`config.mk`:
```
export PLATFORM = sky130hd
export DESIGN_NAME = bnn_ctrl_seq
export DESIGN_NICKNAME = d
export VERILOG_FILES = /design/src/rtl/bnn_ctrl_pkg.sv /design/src/rtl/bnn_loop_stack.sv /design/src/rtl/bnn_ctrl_seq.sv
export SDC_FILE = /design/constraint.sdc
export NUM_CORES = 1
export LEC_CHECK = 0
export CAP_MARGIN = 20
export CORE_MARGIN = 2
export CORE_UTILIZATION = 50
export DETAILED_ROUTE_END_ITERATION = 6
export PLACE_DENSITY = 0.68
export SLEW_MARGIN = 20
export SYNTH_ARGS = -nofsm -noshare
export SYNTH_HDL_FRONTEND = slang
export SYNTH_SLANG_ARGS = --single-unit
```
`constraint.sdc`:
```
create_clock -name clk -period 11.25 [get_ports clk]
set_input_delay 2.25 -clock clk [delete_from_list [all_inputs] [get_ports clk]]
set_output_delay 2.25 -clock clk [all_outputs]
set_load 0.01 [all_outputs]
```
`src/rtl/bnn_ctrl_pkg.sv`:
```
// rtl/bnn_ctrl_pkg.sv - opcodes, FSM encoding and instruction field slices for bnn_ctrl_seq
package bnn_ctrl_pkg;

    localparam logic [4:0] OP_NOP  = 5'h00;
    localparam logic [4:0] OP_LDI  = 5'h01;
    localparam logic [4:0] OP_LSH  = 5'h02;
    localparam logic [4:0] OP_ADDI = 5'h03;
    localparam logic [4:0] OP_CMP  = 5'h04;
    localparam logic [4:0] OP_BR   = 5'h05;
    localparam logic [4:0] OP_CHI  = 5'h06;
    localparam logic [4:0] OP_CORE = 5'h07;
    localparam logic [4:0] OP_MEMR = 5'h08;
    localparam logic [4:0] OP_MEMW = 5'h09;
    localparam logic [4:0] OP_LOOP = 5'h0A;
    localparam logic [4:0] OP_ENDL = 5'h0B;
    localparam logic [4:0] OP_HALT = 5'h0C;

    localparam int OP_MSB     = 15;
    localparam int OP_LSB     = 11;
    localparam int RD_MSB     = 10;
    localparam int RD_LSB     = 7;
    localparam int IMM7_MSB   = 6;
    localparam int IMM7_LSB   = 0;
    localparam int LOOP_CNT_W = 11;

    typedef enum logic [1:0] {
        ST_IDLE  = 2'd0,
        ST_FETCH = 2'd1,
        ST_LATCH = 2'd2,
        ST_EXEC  = 2'd3
    } state_t;

endpackage

```
`src/rtl/bnn_loop_stack.sv`:
```
// rtl/bnn_loop_stack.sv - hardware loop stack of {start pc, remaining count} entries
module bnn_loop_stack #(
    parameter int DEPTH = 4,
    parameter int AW    = 11,
    parameter int CW    = 11
) (
    input  logic          clk,
    input  logic          rst_n,
    input  logic          clear,
    input  logic          push,
    input  logic          pop,
    input  logic          dec,
    input  logic [AW-1:0] push_start,
    input  logic [CW-1:0] push_cnt,
    output logic [AW-1:0] top_start,
    output logic [CW-1:0] top_cnt,
    output logic          full,
    output logic          empty
);
    localparam int IW  = (DEPTH > 1) ? $clog2(DEPTH) : 1;
    localparam int SPW = $clog2(DEPTH + 1);

    logic [AW-1:0]  r_start [DEPTH];
    logic [CW-1:0]  r_cnt   [DEPTH];
    logic [SPW-1:0] r_sp;
    logic [IW-1:0]  w_top_idx;
    logic [IW-1:0]  w_push_idx;

    assign w_top_idx  = IW'(r_sp - 1'b1);
    assign w_push_idx = IW'(r_sp);
    assign full       = (r_sp == SPW'(DEPTH));
    assign empty      = (r_sp == '0);
    assign top_start  = r_start[w_top_idx];
    assign top_cnt    = r_cnt[w_top_idx];

    always_ff @(posedge clk) begin
        if (!rst_n || clear) begin
            r_sp <= '0;
            for (int i = 0; i < DEPTH; i++) begin
                r_start[i] <= '0;
                r_cnt[i]   <= '0;
            end
        end else if (push && !full) begin
            r_start[w_push_idx] <= push_start;
            r_cnt[w_push_idx]   <= push_cnt;
            r_sp                <= r_sp + 1'b1;
        end else if (pop && !empty) begin
            r_sp <= r_sp - 1'b1;
        end else if (dec && !empty) begin
            r_cnt[w_top_idx] <= r_cnt[w_top_idx] - 1'b1;
        end
    end

endmodule

```
`src/rtl/bnn_ctrl_seq.sv`:
```
// rtl/bnn_ctrl_seq.sv - BNN accelerator instruction sequencer with loop stack and branches
module bnn_ctrl_seq
    import bnn_ctrl_pkg::*;
#(
    parameter int INST_W     = 16,
    parameter int IADDR_W    = 11,
    parameter int DADDR_W    = 13,
    parameter int REG_W      = 16,
    parameter int NREG       = 16,
    parameter int CORE_W     = 20,
    parameter int LOOP_DEPTH = 4
) (
    input  logic               clk,
    input  logic               rst_n,
    input  logic               start,
    input  logic [IADDR_W-1:0] start_pc,
    input  logic               pause,
    input  logic [INST_W-1:0]  inst_rdata,
    output logic [IADDR_W-1:0] inst_addr,
    output logic               inst_cen,
    output logic [CORE_W-1:0]  core_ctrl,
    output logic [DADDR_W-1:0] data_addr,
    output logic               data_cen,
    output logic               data_wen,
    output logic               busy,
    output logic               done,
    output logic               err
);
    localparam int HI_W = CORE_W - 11;

    state_t              r_state;
    logic [IADDR_W-1:0]  r_pc;
    logic [INST_W-1:0]   r_ir;
    logic [REG_W-1:0]    r_regs [NREG];
    logic                r_flag;
    logic [HI_W-1:0]     r_ctrl_hi;
    logic [IADDR_W-1:0]  r_inst_addr;
    logic                r_inst_cen;
    logic [CORE_W-1:0]   r_core_ctrl;
    logic [DADDR_W-1:0]  r_data_addr;
    logic                r_data_cen;
    logic                r_data_wen;
    logic                r_busy;
    logic                r_done;
    logic                r_err;

    logic [4:0]            w_op;
    logic [3:0]            w_rd;
    logic [6:0]            w_imm7;
    logic [REG_W-1:0]      w_rd_val;
    logic [REG_W-1:0]      w_sext7;
    logic [IADDR_W-1:0]    w_pc_inc;
    logic [IADDR_W-1:0]    w_br_off;
    logic [IADDR_W-1:0]    w_next_pc;
    logic [LOOP_CNT_W-1:0] w_loop_cnt;
    logic [IADDR_W-1:0]    w_top_start;
    logic [LOOP_CNT_W-1:0] w_top_cnt;
    logic                  w_ls_full;
    logic                  w_ls_empty;
    logic                  w_exec;
    logic                  w_err;
    logic                  w_wr_en;
    logic [REG_W-1:0]      w_wr_data;

    assign w_op       = r_ir[OP_MSB:OP_LSB];
    assign w_rd       = r_ir[RD_MSB:RD_LSB];
    assign w_imm7     = r_ir[IMM7_MSB:IMM7_LSB];
    assign w_rd_val   = (w_rd == 4'd0) ? '0 : r_regs[w_rd];
    assign w_sext7    = {{(REG_W-7){w_imm7[6]}}, w_imm7};
    assign w_pc_inc   = r_pc + 1'b1;
    assign w_br_off   = {{(IADDR_W-10){r_ir[9]}}, r_ir[9:0]};
    assign w_loop_cnt = (r_ir[10:0] == 11'd0) ? 11'd1 : r_ir[10:0];
    assign w_exec     = (r_state == ST_EXEC) && !pause;

    // Stack over/underflow and the reserved upper opcode half abort the program.
    assign w_err = ((w_op == OP_LOOP) && w_ls_full) ||
                   ((w_op == OP_ENDL) && w_ls_empty) ||
                   r_ir[OP_MSB];

    always_comb begin
        w_next_pc = w_pc_inc;
        if ((w_op == OP_BR) && (!r_ir[10] || r_flag))
            w_next_pc = r_pc + w_br_off;
        else if ((w_op == OP_ENDL) && (w_top_cnt > 11'd1))
            w_next_pc = w_top_start;
    end

    always_comb begin
        w_wr_en   = 1'b0;
        w_wr_data = w_rd_val;
        case (w_op)
            OP_LDI:  begin w_wr_en = 1'b1; w_wr_data = w_sext7; end
            OP_LSH:  begin w_wr_en = 1'b1; w_wr_data = {w_rd_val[REG_W-8:0], w_imm7}; end
            OP_ADDI: begin w_wr_en = 1'b1; w_wr_data = w_rd_val + w_sext7; end
            OP_MEMR, OP_MEMW: begin
                w_wr_en   = r_ir[6];
                w_wr_data = r_ir[5] ? (w_rd_val + 1'b1) : (w_rd_val - 1'b1);
            end
            default: ;
        endcase
    end

    bnn_loop_stack #(
        .DEPTH (LOOP_DEPTH),
        .AW    (IADDR_W),
        .CW    (LOOP_CNT_W)
    ) u_loop_stack (
        .clk        (clk),
        .rst_n      (rst_n),
        .clear      (w_exec && ((w_op == OP_HALT) || w_err)),
        .push       (w_exec && (w_op == OP_LOOP)),
        .pop        (w_exec && (w_op == OP_ENDL) && (w_top_cnt <= 11'd1)),
        .dec        (w_exec && (w_op == OP_ENDL) && (w_top_cnt > 11'd1)),
        .push_start (w_pc_inc),
        .push_cnt   (w_loop_cnt),
        .top_start  (w_top_start),
        .top_cnt    (w_top_cnt),
        .full       (w_ls_full),
        .empty      (w_ls_empty)
    );

    always_ff @(posedge clk) begin
        if (!rst_n) begin
            r_state     <= ST_IDLE;
            r_pc        <= '0;
            r_ir        <= '0;
            r_flag      <= 1'b0;
            r_ctrl_hi   <= '0;
            r_inst_addr <= '0;
            r_inst_cen  <= 1'b1;
            r_core_ctrl <= '0;
            r_data_addr <= '0;
            r_data_cen  <= 1'b1;
            r_data_wen  <= 1'b1;
            r_busy      <= 1'b0;
            r_done      <= 1'b0;
            r_err       <= 1'b0;
            for (int i = 0; i < NREG; i++) r_regs[i] <= '0;
        end else begin
            r_core_ctrl <= '0;
            r_data_cen  <= 1'b1;
            r_data_wen  <= 1'b1;
            r_inst_cen  <= 1'b1;
            r_done      <= 1'b0;
            case (r_state)
                ST_IDLE: if (start) begin
                    r_pc    <= start_pc;
                    r_err   <= 1'b0;
                    r_busy  <= 1'b1;
                    r_state <= ST_FETCH;
                end
                ST_FETCH: if (!pause) begin
                    r_inst_addr <= r_pc;
                    r_inst_cen  <= 1'b0;
                    r_state     <= ST_LATCH;
                end
                ST_LATCH: begin
                    r_ir    <= inst_rdata;
                    r_state <= ST_EXEC;
                end
                ST_EXEC: if (!pause) begin
                    if (w_err) begin
                        r_err   <= 1'b1;
                        r_busy  <= 1'b0;
                        r_state <= ST_IDLE;
                    end else begin
                        r_pc    <= w_next_pc;
                        r_state <= ST_FETCH;
                        if (w_wr_en && (w_rd != 4'd0)) r_regs[w_rd] <= w_wr_data;
                        case (w_op)
                            OP_NOP:  ;
                            OP_CMP:  r_flag <= (w_rd_val < {{(REG_W-7){1'b0}}, w_imm7});
                            OP_CHI:  r_ctrl_hi <= r_ir[CORE_W-12:0];
                            OP_CORE: r_core_ctrl <= {r_ctrl_hi, r_ir[10:0]};
                            OP_MEMR, OP_MEMW: begin
                                r_data_addr <= w_rd_val[DADDR_W-1:0];
                                r_data_cen  <= 1'b0;
                                r_data_wen  <= (w_op == OP_MEMR);
                                r_core_ctrl <= {r_ctrl_hi, 6'b0, r_ir[4:0]};
                            end
                            OP_HALT: begin
                                r_done  <= 1'b1;
                                r_busy  <= 1'b0;
                                r_state <= ST_IDLE;
                            end
                            default: ;
                        endcase
                    end
                end
                default: r_state <= ST_IDLE;
            endcase
        end
    end

    assign inst_addr = r_inst_addr;
    assign inst_cen  = r_inst_cen;
    assign core_ctrl = r_core_ctrl;
    assign data_addr = r_data_addr;
    assign data_cen  = r_data_cen;
    assign data_wen  = r_data_wen;
    assign busy      = r_busy;
    assign done      = r_done;
    assign err       = r_err;

endmodule

```
==> results of run 1 <==
-- sequential cells by signal, summed over array words and instances (netlist names), 2 cells and up, named ones only --
name / count
r_ctrl_hi: 9
inst_addr: 11
u_loop_stack.r_start: 44
data_addr: 13
r_pc: 11
u_loop_stack.r_cnt: 44
u_loop_stack.r_sp: 3
r_state: 2
r_regs: 256
r_ir: 16
core_ctrl: 20
-- cells by family after synthesis --
logic type | Yosys count | synth area share (%)
compound gates | 213 | 6.60
flops | 440 | 59.5
xor+xnor | 44 | 1.87
other cells | 1 | 0.0182
mux | 139 | 12.4
fa+ha+maj | 43 | 2.69
simple gates | 648 | 13.3
buf+inv | 164 | 3.59
-- cell usage in the layout, fill, tap and decap left out, types with 19 or more instances in the layout --
| master | n |
|---|---|
| nand3_1 | 19 |
| xnor2_1 | 28 |
| edfxtp_1 | 344 |
| ha_1 | 41 |
| o21ai_0 | 28 |
| clkdlybuf4s50_1 | 80 |
| clkbuf_16 | 48 |
| dfxtp_1 | 93 |
| inv_1 | 49 |
| a211oi_1 | 21 |
| mux2i_1 | 48 |
| buf_4 | 38 |
| mux4_2 | 82 |
| and2_1 | 20 |
| nor2_1 | 411 |
| a21oi_1 | 75 |
| nand2_1 | 110 |
-- report_power, final --
part	internal [mW]	switching, mW
logic	0.396	0.768
clock network	0.861	0.633
registers	1.83	0.0977
-- area by class of cell --
cell class,instances,area [um2],area share (%)
clock buffer,63,1270,5.42
clock inverter,24,200,0.855
inverter,50,188,0.802
multi-input combinational,1103,7740,33.1
sequential,440,12300,52.4
tap,532,666,2.84
timing repair buffer,118,1090,4.64
-- through the flow --
stage                     setup WS [ns]  std cells  util [%]  area (um2)
after floorplan                    6.57       1707         -       20600
after global placement             4.87       2243      53.8       21900
after detailed placement           4.72       2243      53.8       21900
after CTS                          5.30       2330      57.4       23400
after global routing               4.83       2330      57.5       23400
final                              5.24       2330      57.5       23400
-- worst max-delay path by stage --
stage          startpoint                                 endpoint  depth (start not counted)
3_5_place_dp        pause   u_loop_stack.r_cnt[1][8]$_SDFFCE_PN0P_                          8
2_1_floorplan       pause   u_loop_stack.r_cnt[1][0]$_SDFFCE_PN0P_                         10
4_1_cts             pause   u_loop_stack.r_cnt[1][2]$_SDFFCE_PN0P_                          8
5_1_grt             pause  u_loop_stack.r_cnt[1][10]$_SDFFCE_PN0P_                          8
3_3_place_gp        pause   u_loop_stack.r_cnt[1][0]$_SDFFCE_PN0P_                          8
6_report            pause   u_loop_stack.r_cnt[1][6]$_SDFFCE_PN0P_                          8
-- routing by layer --
layer	track usage, %	part of all wire (%)	routed length [um]	vias to the layer above
li1	-	-	-	6243
met1	36.5	41	22600	6851
met2	39.5	45	24900	731
met3	5.62	10	5640	107
met4	9.27	3.2	1780	0
met5	0	0	0	-
==> out/metrics.csv, run 1 <==
metric,value,unit
status,"complete, no violations",
Worst Min Path Start,r_ctrl_hi[3]$_SDFFE_PN0P_,
Final Hold Viols,0,
max cap viols,0,
port bufs,80,
Hold WS,0.452,ns
CTS sink cnt,440,
FF-to-FF End,r_regs[3][13]$_SDFFCE_PN0P_,
Synth top cells by count,"411 x nor2_1, 344 x edfxtp_1, 110 x nand2_1, 96 x dfxtp_1, 84 x a21oi_1",
critical-path maximum fanout,15,
drt via density,5.98,
clock skew,0.0255,ns
IO Pins,81,
dominant synthesized flop cell,edfxtp_1,
DP HPWL,37000,um
clock buffer depth,3,
"most used cell, CP",nand3_1,
crit path capture type,flip-flop,
routability cong.,0.933,
Yosys warning total,0,
Yosys top cell area share,50.2,%
overall routing resource usage,25.8,%
H-tree depth,2,
Slew headroom,29.6,%
n_diodes,0,
ANT nets after route,0,
worst skew pair latency,0.58,ns
startpoint types,primary input,
Starting DRT DRC Count,1859,
WP buf/inv,1,
share of layout cells above drive strength 1,12.3,%
via count,13900,
chip width,207,um
Total Power,4.59,mW
synth top area cells,"edfxtp_1 50%, dfxtp_1 9.3%, mux4_2 9.0%",
first-pass GRT wire length,81500,um
TritonRoute pass-1 iters,5,
CTS clock-pin slew for the worst setup and hold paths,0.06,ns
Setup-failing EPs final,0,
setup TNS,0,ns
Crit Path Class,primary input to flip-flop,
ys async rst share,0,%
vias in the first global route,13300,
crit-path leading delay family,simple AND/OR/NAND/NOR gates,
core box area,40700,um2
crit share post-route,53.5,%
crit-path cells,"clkdlybuf4s50_1, nor2b_1, nand3_1, a2111oi_2, and2_0, nand3_1, o41a_1, nand2_1",
TritonCTS clock tree,yes,
PwrDens,196,nW/um2
post-CTS sizing,0,
Yosys cell types,70,
largest net degree at the start of global routing,53,
R2R depth,13,
mapped cell area,20600,um2
number of synthesized flops with an enable pin,344,
worst slew pin tran,1.06,ns
DIE HEIGHT,207,um
cts hold-fix bufs,0,
cell taking the most area after synthesis,edfxtp_1,
Layout area overhead,13.7,%
maximum vdd drop,0.0975,mV
worst min path class,flip-flop to flip-flop,
most numerous cell in the Yosys netlist,nor2_1,
Total Wirelength,54900,um
WHS Endpoint,core_ctrl[14]$_SDFF_PP0_,
f_max,0.166,GHz
fin. max-slew vios,0,
"setup slack, reg-to-reg",5.44,ns
RSZ-0062 raised after global routing,false,
die area,42800,um2
Tmin final,6.01,ns
Hold Path Cell Cnt,1,
FP Rows,74,
CP required,11.47,ns
Post-Syn Area per Cell,12.2,um2
Setup Buffers After CTS,0,
initial core utilization,50.5,%
initial antenna violation count,0,
Slowest cell on crit path,a2111oi_2,
fin nets,1834,
CTS Buf Count,47,
"Largest stage delay, worst path",0.77,ns
CTS root buf,clkbuf_16,
number of fill cells in the layout,3275,
Yosys reg bits,440,
Leak,8.02,nW
WP data arrival,6.23,ns
Post-Synthesis Cells,1692,
sequential-to-total area share from yosys stat,59.5,%
grt total ovfl,0,
routed length per instance,23.6,um
drt drc,0,
(Power assumes the default switching activity.)
==> run 2, diff against run 1 <==
Clock period 11.25 ns to 6.05 ns, I/O delays scaled along.
==> run 2 against run 1 <==
  * Power grew 85%
  * Register-to-register slack lost 4.4 ns
  * Non-clock buffer count grew 20
  * Critical path type is now flip-flop to flip-flop
==> out/metrics.csv, run 2 (same netlist as run 1, synthesis figures left out) <==
metric,value,unit,change
status,"complete, no violations",,
initial core utilization,50.5,%,unchanged
Multi-input gate area,7690,um2,-0.70%
worst slew pin tran,1.11,ns,+0.0516 ns
CTS clock-pin slew for the worst setup and hold paths,0.06,ns,about the same
clock skew,0.0381,ns,+0.0126 ns
Slowest cell on crit path,dfxtp_4,,
overall routing resource usage,25.6,%,-0.19 points
IO Pins,81,,unchanged
worst skew pair latency,0.60,ns,+0.02 ns
routed length per instance,23.1,um,-2.1%
Hold WS,0.452,ns,-0.000462 ns
WP buf/inv,2,,+1
Setup Buffers After CTS,0,,unchanged
clock buffer depth,3,,unchanged
Top reg by flops,r_regs,,
Largest register FFs,256,,unchanged
Slew headroom,25.4,%,-4.1 points
"most common cell after layout, fill and taps aside",nor2_1,,
worst min path class,flip-flop to flip-flop,,
f_max,0.199,GHz,
maximum vdd drop,0.260,mV,+170%
drt drc,0,,unchanged
via count,14000,,+0.24%
core box area,40700,um2,unchanged
startpoint types,flip-flop,,
chip width,207,um,unchanged
crit share post-route,82.9,%,
critical-path maximum fanout,29,,+14
ANT nets after route,0,,unchanged
Regs by FF count,"r_regs: 256 flops, u_loop_stack.r_cnt: 44 flops, u_loop_stack.r_start: 44 flops",,
grt total ovfl,0,,unchanged
CTS root buf,clkbuf_16,,
largest net degree at the start of global routing,49,,-7.5%
n_diodes,0,,unchanged
first-pass GRT wire length,81300,um,-0.30%
cts hold-fix bufs,0,,unchanged
"Largest stage delay, worst path",0.73,ns,-0.04 ns
H-tree depth,2,,unchanged
port bufs,80,,unchanged
Crit Path Class,flip-flop to flip-flop,,
vias in the first global route,13800,,+3.2%
drt via density,5.96,,-0.40%
crit-path leading delay family,compound AO/OA/AOI/OAI gates,,
"commonest non-fill, non-tap cells in the layout","411 x nor2_1, 344 x edfxtp_1, 110 x nand2_1",,
Total Power,8.48,mW,+85%
DP HPWL,36700,um,-0.88%
TritonRoute pass-1 iters,6,,+1
Total Wirelength,54100,um,-1.5%
PwrDens,360,nW/um2,+84%
Layout area overhead,14.4,%,
routability cong.,0.898,,-3.7%
Tmin final,5.02,ns,
fin. max-slew vios,0,,unchanged
fin nets,1852,,+0.98%
max cap viols,0,,unchanged
DIE HEIGHT,207,um,unchanged
crit path capture type,flip-flop,,
Starting DRT DRC Count,1465,,-21%
CTS sink cnt,440,,unchanged
register area,12300,um2,unchanged
number of fill cells in the layout,3300,,+0.76%
Setup-failing EPs final,0,,unchanged
crit-path cells,"buf_4, mux4_2, mux2i_1, o22ai_1, ha_1, nor4_1, o21ai_0, a31o_2, a31oi_1, o21ai_0, xnor2_1, a21oi_1, buf_4, nor2_1",,
RSZ-0062 raised after global routing,false,,
Final Hold Viols,0,,unchanged
setup TNS,0,ns,unchanged
WP data arrival,5.34,ns,-0.89 ns
TritonCTS clock tree,yes,,
Worst Min Path Start,data_addr[4]$_SDFFE_PN0P_,,
share of layout cells above drive strength 1,13.1,%,+0.84 points
post-CTS sizing,0,,unchanged
FP Rows,74,,unchanged
initial antenna violation count,0,,unchanged
die area,42800,um2,unchanged
CTS Buf Count,45,,-4.3%
CP required,6.38,ns,-5.09 ns
Leak,8.13,nW,+1.3%
## run 2: cell count changes in the layout (fill, tap and decap cells not counted), moves of 3 or more
cell	previous run	this run
a21oi_4	3	0
buf_4	38	58
clkinv_2	8	5
a21oi_2	7	2
clkbuf_8	1	5
clkbuf_1	13	6
a21oi_1	75	83
clkinv_1	10	7
## run 2: worst min-delay path: cells and delay by family (launching register included)
family / cells / cell delay (ns)
AND/OR/NAND/NOR: 1 / 0.05
flip-flops: 1 / 0.30
AO/OA/AOI/OAI: 1 / 0.05
## run 2: final cells by class
cell class              count  share of cell area, %
clock buffers              61                   5.61
clock inverters            21                  0.871
inverters                  50                  0.797
multi-input cells        1103                   32.6
flip-flops and latches    440                   52.0
well taps                 532                   2.83
repair buffers            138                   5.25
## run 2: power breakdown
group / switching (mW) / internal, mW
clock: 1.21 / 1.63
sequential: 0.208 / 3.40
combinational: 1.28 / 0.745
total: 2.70 / 5.78
## run 2: path summary, 6_finish.rpt
| kind | end | slack [ns] | depth (start not counted) |
|---|---|---|---|
| worst max-delay path | r_regs[2][13]$_SDFFCE_PN0P_ | 1.03 | 14 |
| worst min-delay path | data_addr[4]$_SDFFE_PN0P_ | 0.45 | 2 |
| worst max register to register | r_regs[2][13]$_SDFFCE_PN0P_ | 1.03 | 14 |
| worst min register to register | data_addr[4]$_SDFFE_PN0P_ | 0.45 | 2 |
## run 2: routing by layer
metal	GRT usage, %	up-vias	routed length, um
met5	0	-	0
met4	8.59	0	1500
met3	4.49	93	4880
met2	41.4	649	25600
met1	35.3	6935	22100
li1	-	6288	-
## run 2: metrics by stage
stage	instances	worst slack (ns)	utilization (%)	instance area (um2)
after floorplan	1707	1.66	-	20600
after global placement	2263	0.819	54.1	22000
after detailed placement	2263	0.722	54.1	22000
after CTS	2345	1.10	57.8	23600
after global routing	2345	0.771	57.8	23600
final	2345	1.03	57.8	23600
==> run 3, diff against run 2 <==
Settings changed: PLACE_DENSITY 0.68 to 0.7.
Clock period 6.05 ns to 4.35 ns, I/O delays scaled along.
==> run 3 against run 2 <==
  * The flow now finishes with violations (DRC)
  * Global-route usage increased by 0.40 points
  * First-iteration DRC count increased by 14%
  * Register-to-register slack got worse by 0.85 ns
  * Fmax increased by 20%
  * Sequential share of layout area decreased by 1.4 points
  * Clock skew decreased by 0.010 ns
  * Die area unchanged
  * Sequential power increased by 38%
  * Worst setup slack got worse by 0.85 ns
  * Utilization increased by 1.6 points
  * Power increased by 41%
  * Critical path depth increased by 1
==> out/metrics.csv, run 3 (same netlist as run 1, synthesis figures left out) <==
metric,value,unit,change
H-tree depth,2,,unchanged
Setup Buffers After CTS,0,,unchanged
grt total ovfl,0,,unchanged
PwrDens,495,nW/um2,+37%
crit-path cells,"buf_12, mux4_2, mux2i_1, o22ai_1, ha_1, fa_1, a21o_1, a21oi_1, o21ai_1, a31oi_2, o21ai_0, xor2_1, a21oi_1, buf_6, nor2_1",,
CP required,4.65,ns,-1.73 ns
Setup-failing EPs final,0,,unchanged
clock buffer depth,3,,unchanged
worst slew pin tran,0.786,ns,-0.322 ns
share of layout cells above drive strength 1,16.1,%,+3.0 points
FP Rows,74,,unchanged
Largest register FFs,256,,unchanged
via count,14400,,+3.3%
port bufs,80,,unchanged
CTS root buf,clkbuf_16,,
routability cong.,0.941,,+4.8%
clock skew,0.0279,ns,-0.0102 ns
fin nets,1916,,+3.5%
Slew headroom,47.4,%,+22 points
"commonest non-fill, non-tap cells in the layout","411 x nor2_1, 344 x edfxtp_1, 110 x nand2_1",,
Layout area overhead,17.7,%,
startpoint types,flip-flop,,
"Core Util, Final",59.5,%,+1.6 points
Final Hold Viols,0,,unchanged
TritonRoute pass-1 iters,7,,+1
Leak,8.49,nW,+4.4%
DIE HEIGHT,207,um,unchanged
worst skew pair latency,0.58,ns,-0.02 ns
Finished Cell Area,24200,um2,+2.8%
chip width,207,um,unchanged
Total Power,12.0,mW,+41%
Top reg by flops,r_regs,,
CTS sink cnt,440,,unchanged
violated checks,DRC,,
TritonCTS clock tree,yes,,
Starting DRT DRC Count,1673,,+14%
f_max,0.240,GHz,+20%
cts hold-fix bufs,0,,unchanged
"most used cell, CP",a21oi_1,,
status,"finished, violations left",,
ANT nets after route,0,,unchanged
worst min path class,flip-flop to flip-flop,,
crit path capture type,flip-flop,,
largest net degree at the start of global routing,38,,-22%
drt drc,1,,+1
CTS clock-pin slew for the worst setup and hold paths,0.06,ns,about the same
drt via density,5.98,,+0.45%
critical-path maximum fanout,15,,-48%
core box area,40700,um2,unchanged
CTS Buf Count,45,,unchanged
"Largest stage delay, worst path",0.54,ns,-0.19 ns
vias in the first global route,14400,,+4.5%
die area,42800,um2,unchanged
number of fill cells in the layout,3173,,-3.8%
initial core utilization,50.5,%,unchanged
crit share post-route,95.9,%,+13 points
IO Pins,81,,unchanged
Tmin final,4.17,ns,-0.846 ns
Slowest cell on crit path,mux4_2,,
initial antenna violation count,0,,unchanged
maximum vdd drop,0.281,mV,+8.0%
placed inst area,22600,um2,+2.7%
"most common cell after layout, fill and taps aside",nor2_1,,
setup TNS,0,ns,unchanged
Regs by FF count,"r_regs: 256 flops, u_loop_stack.r_cnt: 44 flops, u_loop_stack.r_start: 44 flops",,
fin. max-slew vios,0,,unchanged
Total Wirelength,55000,um,+1.6%
DP HPWL,37200,um,+1.5%
WP data arrival,4.47,ns,-0.87 ns
n_diodes,0,,unchanged
first-pass GRT wire length,83700,um,+3.0%
Crit Path Class,flip-flop to flip-flop,,
routed length per instance,22.8,um,-1.1%
overall routing resource usage,26.0,%,+0.40 points
max cap viols,0,,unchanged
-- run 3: final timing paths --
kind	slack, ns	startpoint	depth (start not counted)	end
hold reg to reg	0.45	data_addr[5]$_SDFFE_PN0P_	2	data_addr[5]$_SDFFE_PN0P_
hold / removal	0.45	data_addr[5]$_SDFFE_PN0P_	2	data_addr[5]$_SDFFE_PN0P_
setup reg to reg	0.18	flip-flop	15	r_regs[10][14]$_SDFFCE_PN0P_
setup / recovery	0.18	flip-flop	15	r_regs[10][14]$_SDFFCE_PN0P_
-- run 3: cell type report --
| class | count | area, um2 | area share, % |
|---|---|---|---|
| clock buffers | 62 | 1270 | 5.26 |
| clock inverters | 22 | 295 | 1.22 |
| inverters | 50 | 188 | 0.775 |
| multi-input cells | 1103 | 7700 | 31.8 |
| flip-flops and latches | 440 | 12300 | 50.6 |
| well taps | 532 | 666 | 2.75 |
| repair buffers | 202 | 1850 | 7.64 |
-- run 3: stage by stage --
stage / hold slack, ns / instances / setup WS [ns]
floorplan: 0.429 / 1707 / 0.0393
global placement: 0.444 / 2326 / 0.213
detailed placement: 0.447 / 2326 / 0.159
CTS: 0.457 / 2410 / 0.115
global route: 0.479 / 2411 / -0.00287
finish: 0.454 / 2411 / 0.180
-- run 3: timing repair --
action                                  4_1_cts  5_1_grt
endpoints found under the hold margin         0        0
resized for setup                             0        9
endpoints found under the setup margin        0       45
-- run 3: layer usage --
metal | global-route usage, % | part of all wire [%]
met1 | 35.5 | 41
met2 | 42.3 | 47
met3 | 4.46 | 8.2
met4 | 9.25 | 3.2
met5 | 0 | 0
-- run 3: worst max-delay path: cells and delay by family, from the launching register on --
family / cells / cell delay, ns
compound gates: 7 / 1.36
mux: 2 / 0.80
fa+ha+maj: 2 / 0.72
flops: 1 / 0.40
buf+inv: 2 / 0.37
xor+xnor: 1 / 0.16
simple gates: 1 / 0.07
-- run 3: report_power, final --
part / internal (mW) / switching, mW / leakage (nW) / total, mW
clock: 2.43 / 1.65 / 0.761 / 4.07
combinational: 1.14 / 1.80 / 3.40 / 2.94
sequential: 4.73 / 0.235 / 4.32 / 4.97
total: 8.30 / 3.68 / 8.49 / 12.0
==> RTL edit, RTL diff (flow settings as in run 3) <==
Set the parameter `DADDR_W` to 14 (it was 13).
--- a/src/rtl/bnn_ctrl_seq.sv
+++ b/src/rtl/bnn_ctrl_seq.sv
@@ -6,3 +6,3 @@
     parameter int IADDR_W    = 11,
-    parameter int DADDR_W    = 13,
+    parameter int DADDR_W    = 14,
     parameter int REG_W      = 16,
Interface: changed (resized data_addr); port bits go from 81 to 82. The function was not compared with the original's and may differ.
==> RTL edit against run 3 <==
  * Area after synthesis is 1.6% higher
  * Sequential cell count is 1 higher
  * Synthesized cell count is 3.9% higher
  * Wire length is 12% higher
  * Total power is 1.0% higher
  * Setup slack worse by 0.12 ns
  * Design area is 2.7% higher
  * Sequential power hardly changed
  * Critical endpoint is now r_regs[4][15]$_SDFFCE_PN0P_
  * Highest routed layer unchanged
  * Via count is 7.2% higher
==> RTL edit: results (changes against run 3) <==
Outcome
  – Result of the run: finished, final reports clean

Placed design
  – Placement-stage cell area: 23300 µm² (+2.8%)
  – Number of port buffers: 81 (+1.3%)
  – Worst slack at placement: -0.0271 ns (-0.186 ns)
  – HPWL after detailed placement: 41800 µm (+12%)

Worst setup path
  – Critical path capture point: r_regs[4][15]$_SDFFCE_PN0P_
  – Setup slack on the worst flop-to-flop path: 0.06 ns (-0.12 ns)
  – Critical path's top delay family: simple AND/OR/NAND/NOR gates
  – Critical Path Slowest Stage Cell: sky130_fd_sc_hd__or4_4

Logic synthesis
  – Post-synthesis cell count: 1758 (+3.9%)
  – Unique masters post-synth: 77 (+10%)

STA
  – Worst relative slew slack: 0.368 (-0.106)
  – Maximum clock frequency: 233 MHz (-2.7%)

Finish
  – Count of multi-input gates: 1180 (+7.0%)
  – Clock tree cell share of total cell area: 0.0575 (-0.00723)
  – Buffers, non-clock: 247 (+22%)
  – Fraction of layout cells with a size suffix above 1: 0.179 (+0.0175)

Power
  – Worst voltage drop across the vdd grid: 0.000242 V (-14%)
  – Clock share of power: 0.312 (-0.028)
  – Clock network power: 3.78 mW (-7.1%)

GRT
  – All-layer global routing usage: 0.281 (+0.0210)
  – Met1 track demand over resource: 0.379 (+0.0241)
  – Met3 Usage GRT: 0.0616 (+0.0170)

Worst hold path
  – Launch instance of the worst min-delay path: r_ctrl_hi[3]$_SDFFE_PN0P_

Detailed routing
  – Wirelength per Cell: 24.3 µm (+6.6%)
  – 1st-pass router iterations: 6 (-1)
  – Met1 layer wirelength in the final routing: 24200 µm (+6.7%)
  – Routed via count: 15500 (+7.2%)
-- RTL edit: changes by cell type after synthesis, moves of 11 or more --
| cell | before | now |
|---|---|---|
| sky130_fd_sc_hd__nor2_1 | 411 | 397 |
| sky130_fd_sc_hd__a21boi_0 | 0 | 15 |
| sky130_fd_sc_hd__a31oi_1 | 5 | 17 |
| sky130_fd_sc_hd__o21ai_0 | 28 | 39 |
| sky130_fd_sc_hd__inv_1 | 50 | 38 |
-- RTL edit: kinds of logic (layout without fill, tap and decap cells) --
kind of cell,count (synthesis),count (layout),synth area share
compound gates,275,275,0.0854
buf+inv,152,371,0.0311
mux,139,139,0.115
flops,441,441,0.587
other cells,1,16,0.000179
simple gates,671,671,0.140
xor+xnor,36,36,0.0151
fa+ha+maj,43,43,0.0264
-- RTL edit: what timing repair did --
action                     4_1_cts  5_1_grt
hold buffers                     0        0
cloned                           0        3
setup buffers                    2        4
gates resized for setup          3       23
pin swaps                        0        5
setup endpoints to repair       28      107
